==> src/rtl/hack_fetch.sv <==
// Hack CPU instruction fetch: PC, ROM req/ack handshake, one latched instruction.
// Optional stall counter output fetch_wait_cycles when HACK_FETCH_STATS_EN is defined.
module hack_fetch #(
  parameter int ADDR_W = 15
) (
  input  logic              clk,
  input  logic              reset,
  output logic [ADDR_W-1:0] rom_addr,
  output logic              rom_req,
  input  logic              rom_ack,
  input  logic [15:0]       rom_data,
  output logic [15:0]       instr,
  output logic [ADDR_W-1:0] instr_pc,
  output logic              instr_valid,
  input  logic              instr_take,
  input  logic              jump,
  input  logic [ADDR_W-1:0] jump_target
`ifdef HACK_FETCH_STATS_EN
  ,
  output logic [31:0]       fetch_wait_cycles
`endif
);

  typedef enum logic [1:0] {
    S_IDLE  = 2'd0,
    S_REQ   = 2'd1,
    S_VALID = 2'd2
  } state_e;

  state_e            state_q, state_d;
  logic [ADDR_W-1:0] pc_q, pc_d;
  logic [15:0]       instr_q, instr_d;
  logic [ADDR_W-1:0] ipc_q, ipc_d;

  always_ff @(posedge clk) begin
    if (reset) begin
      state_q <= S_IDLE;
      pc_q    <= '0;
      instr_q <= '0;
      ipc_q   <= '0;
    end else begin
      state_q <= state_d;
      pc_q    <= pc_d;
      instr_q <= instr_d;
      ipc_q   <= ipc_d;
    end
  end

  always_comb begin
    state_d = state_q;
    pc_d    = pc_q;
    instr_d = instr_q;
    ipc_d   = ipc_q;
    unique case (state_q)
      S_IDLE: state_d = S_REQ;
      S_REQ: begin
        if (rom_ack) begin
          instr_d = rom_data;
          ipc_d   = pc_q;
          state_d = S_VALID;
        end
      end
      S_VALID: begin
        // pc only moves here, so rom_addr changes only when entering REQ
        if (instr_take) begin
          pc_d    = jump ? jump_target : ipc_q + ADDR_W'(1);
          state_d = S_REQ;
        end
      end
      default: state_d = S_IDLE;
    endcase
  end

  always_comb begin
    rom_req     = 1'b0;
    instr_valid = 1'b0;
    unique case (1'b1)
      (state_q == S_REQ):   rom_req     = 1'b1;
      (state_q == S_VALID): instr_valid = 1'b1;
      default: ;
    endcase
  end

  assign rom_addr = pc_q;
  assign instr    = instr_q;
  assign instr_pc = ipc_q;

`ifdef HACK_FETCH_STATS_EN
  logic [31:0] wait_q, wait_d;

  always_comb begin
    wait_d = wait_q;
    if (state_q == S_REQ && !rom_ack && wait_q != 32'hFFFF_FFFF)
      wait_d = wait_q + 32'd1;
  end

  always_ff @(posedge clk) begin
    if (reset) wait_q <= '0;
    else       wait_q <= wait_d;
  end

  assign fetch_wait_cycles = wait_q;
`endif

endmodule

==> config.mk <==
export PLATFORM = sky130hd
export DESIGN_NAME = hack_fetch
export DESIGN_NICKNAME = d
export VERILOG_FILES = /design/src/rtl/hack_fetch.sv
export SDC_FILE = /design/constraint.sdc
export NUM_CORES = 1
export LEC_CHECK = 0
export CORE_AREA = 10 10 63 104
export DETAILED_ROUTE_END_ITERATION = 8
export DIE_AREA = 0 0 73 114
export DONT_BUFFER_PORTS = 1
export PLACE_DENSITY = 0.63
export SLEW_MARGIN = 40
export SYNTH_ARGS = -nofsm -noshare
export SYNTH_HDL_FRONTEND = slang
export SYNTH_SLANG_ARGS = --single-unit
export TNS_END_PERCENT = 1
==> constraint.sdc <==
create_clock -name clk -period 2.1 [get_ports clk]
set_input_delay 0.21 -clock clk [delete_from_list [all_inputs] [get_ports clk]]
set_output_delay 0.21 -clock clk [all_outputs]
set_load 0.02 [all_outputs]
==> reports/qor.txt <==
Dominant synthesized flop cell = dfxtp_1
Routed WL per cell = 18.72 µm
Biggest area consumer among synthesized cells = dfxtp_1
Finished Layout Cells = 322
Max Root-Sink Buffers = 2
Finished Cell Area = 2293 µm²
Status = completed
Starting Density = 0.4360
Power Density = 697.6 nW/µm²
Maximum clock rate = 627.9 MHz
CP Data Arrival Time = 1.81 ns
HP Class = primary input to register
Synth Net Count = 303
Largest family of logic cells by synthesized area = simple AND/OR/NAND/NOR gates
Largest net degree at the start of global routing = 46
Commonest cells in the netlist = 76 x nand2_1, 48 x dfxtp_1, 43 x a21oi_1
Crit start category = register
Seq cells post-synth = 48
Ys async rst share = 0
Post-Place Cells = 313
# hold bufs at CTS = 1
H-tree levels = 2
Detail Placement HPWL = 4330 µm
Required time of the critical path = 2.32 ns
Max-slew violations = 0
Syn Inst Count = 266
Synthesized area = 2115 µm²
Average cell area after synthesis = 7.949 µm²
Post-Synth XOR/XNOR Area = 0.03728
Final min period = 1.593 ns
# rows = 34
Post-synth EDFFs = 0
Utilization after layout = 0.4729
DR vias = 1813
CTS Sinks = 48
CP max stage cell = and3b_1
Final setup margin = 0.5074 ns
Peak supply drop = 0.0005948 V
Static Leakage = 0.7475 nW
Post-placement cell area = 2193 µm²
Post-DRT Antenna Nets = 0
Fill count = 512
CP peak stage delay = 0.61 ns
Setup bufs post-CTS = 0
Slew margin rel. = 0.5503
Routability congestion estimate = 0.7293
Clk_lat worst skew = 0.30 ns
WS Path Type = register to register
TritonRoute pass-1 iters = 4
Max-Cap Viols = 0
Area added between synthesis and finish = 8.462%
Total track usage = 0.1459
IO Pins = 84
Fin crit share = 0.7584
Root buffer cell = clkbuf_8
Via count of the first global-routing pass = 1847
Final Hold Viols = 0
DR iter-0 viols = 185
Synth Area in Simple Gates = 0.2793
Cell family with most CP delay = simple AND/OR/NAND/NOR gates
CTS Buf Count = 5
Die ar. = 8322 µm²
Sequential Area = 960.9 µm²
Pwr Total = 1.600 mW
DR DRC count = 0
Compound-Gate Fraction of Synth Area = 0.1763
Critical path fanouts, max = 17
CP cell instances = and3b_1, and3_1, a21oi_1, o22ai_1
Layout cells sized above 1 = 0.1049
Post-synthesis mux area share = 0.004734
Worst Path Buf+Inv = 0
Vias/cell = 5.630
Setup TNS = 0 ns
Sequential area share after synthesis = 0.4544
Place WS = 0.5270 ns
PostCTS Resize Cnt = 0
Clock tree from TritonCTS = built
Clk_skew = 0.003759 ns
Nets = 304
Final setup vio count = 0
Crit end category = register
Warnings from Yosys = 0
Initial antenna violation count = 1
RSZ-0062 raised after global routing = false
Yosys cell types = 32
Total routed wirelength = 6028 µm
Die height = 114 µm
Tightest Pin Transition = 0.6745 ns
Core ar. = 4850 µm²
Most common cell in the synthesized netlist = nand2_1
Clk pin slew, worst setup/hold paths = 0.08 ns
Dominant cells by area after synthesis = dfxtp_1 45%, nand2_1 13%, a21oi_1 10%
Adder-Cell Fraction of Synth Area = 0.005917
Min Hold Slack = 0.01768 ns
Synth top area share = 0.4544
First-pass GRT wire length = 9660 µm
Grt total ovfl = 0
Multi-input logic area = 1067 µm²
Die W = 73 µm
I/O Buffers = 0
## sequential cells by signal, indices dropped and copies added (netlist names)
register / cells
instr: 16
instr_pc: 15
rom_addr: 15
state_q: 2
## worst reg2reg max path, delay by kind of cell (launching register included)
family          cells  cell delay [ns]
simple gates        2             0.86
compound gates      2             0.21
flops               1             0.45
## logic make-up (layout without fill, tap and decap cells)
group | Yosys count | after routing
xor gates and xnor gates | 9 | 9
other | 0 | 1
DFF | 48 | 48
AOI/OAI and AO/OA | 66 | 66
adders and majority gates | 1 | 1
muxes | 1 | 1
buffers and inverters | 23 | 24
and+or+nand+nor | 118 | 118
## final cells by class
class,count,area share
Timing Repair Buffer,11,0.04146
Multi-Input combinational cell,195,0.4654
Clock buffer,6,0.03164
Inverter,6,0.009820
Tap cell,54,0.02946
Antenna cell,1,0.001091
Sequential cell,48,0.4190
Clock inverter,1,0.002182
## placed cells by master (no fill, tap or decap), types with 2 or more instances in the layout
master    count
a31oi_1       2
o21a_1        4
nor3_1        6
inv_1         6
o21ai_0       4
clkbuf_8      5
and3_1        3
nand2b_1      6
o211ai_1      2
nand4_4       2
nor3_2        2
nand2_1      76
nor4_2        4
nor2_1        6
dfxtp_1      48
a211oi_1      4
buf_4        10
o311ai_1      3
nand3_1       4
xnor2_1       9
nand3b_1      3
a21oi_1      43
o22ai_1       3
## layer usage
layer | wire length, µm | vias to the layer above | track usage
met5 | 0 | - | 0
met4 | 100 | 0 | 0.04962
met3 | 658 | 10 | 0.06957
met2 | 3136 | 64 | 0.2556
met1 | 2132 | 836 | 0.1434
li1 | - | 903 | -
## worst paths after layout
check,startpoint,to,slack (ns),cells past startpoint
hold reg to reg,instr[5]$_SDFFE_PP0P_,instr[5]$_SDFFE_PP0P_,0.56,2
hold / removal,reset,rom_addr[13]$_SDFFE_PP0P_,0.02,1
setup / recovery,state_q[1]$_SDFFE_PP0P_,rom_addr[14]$_SDFFE_PP0P_,0.51,4
setup reg to reg,state_q[1]$_SDFFE_PP0P_,rom_addr[14]$_SDFFE_PP0P_,0.51,4
## where the power goes
group	internal [mW]	leakage [nW]	total, mW	switching (mW)
registers	0.933	0.389	0.977	0.0445
clock network	0.227	0.0410	0.518	0.291
logic	0.0345	0.318	0.105	0.0702
No activity file was read; power rests on OpenSTA's default activity.
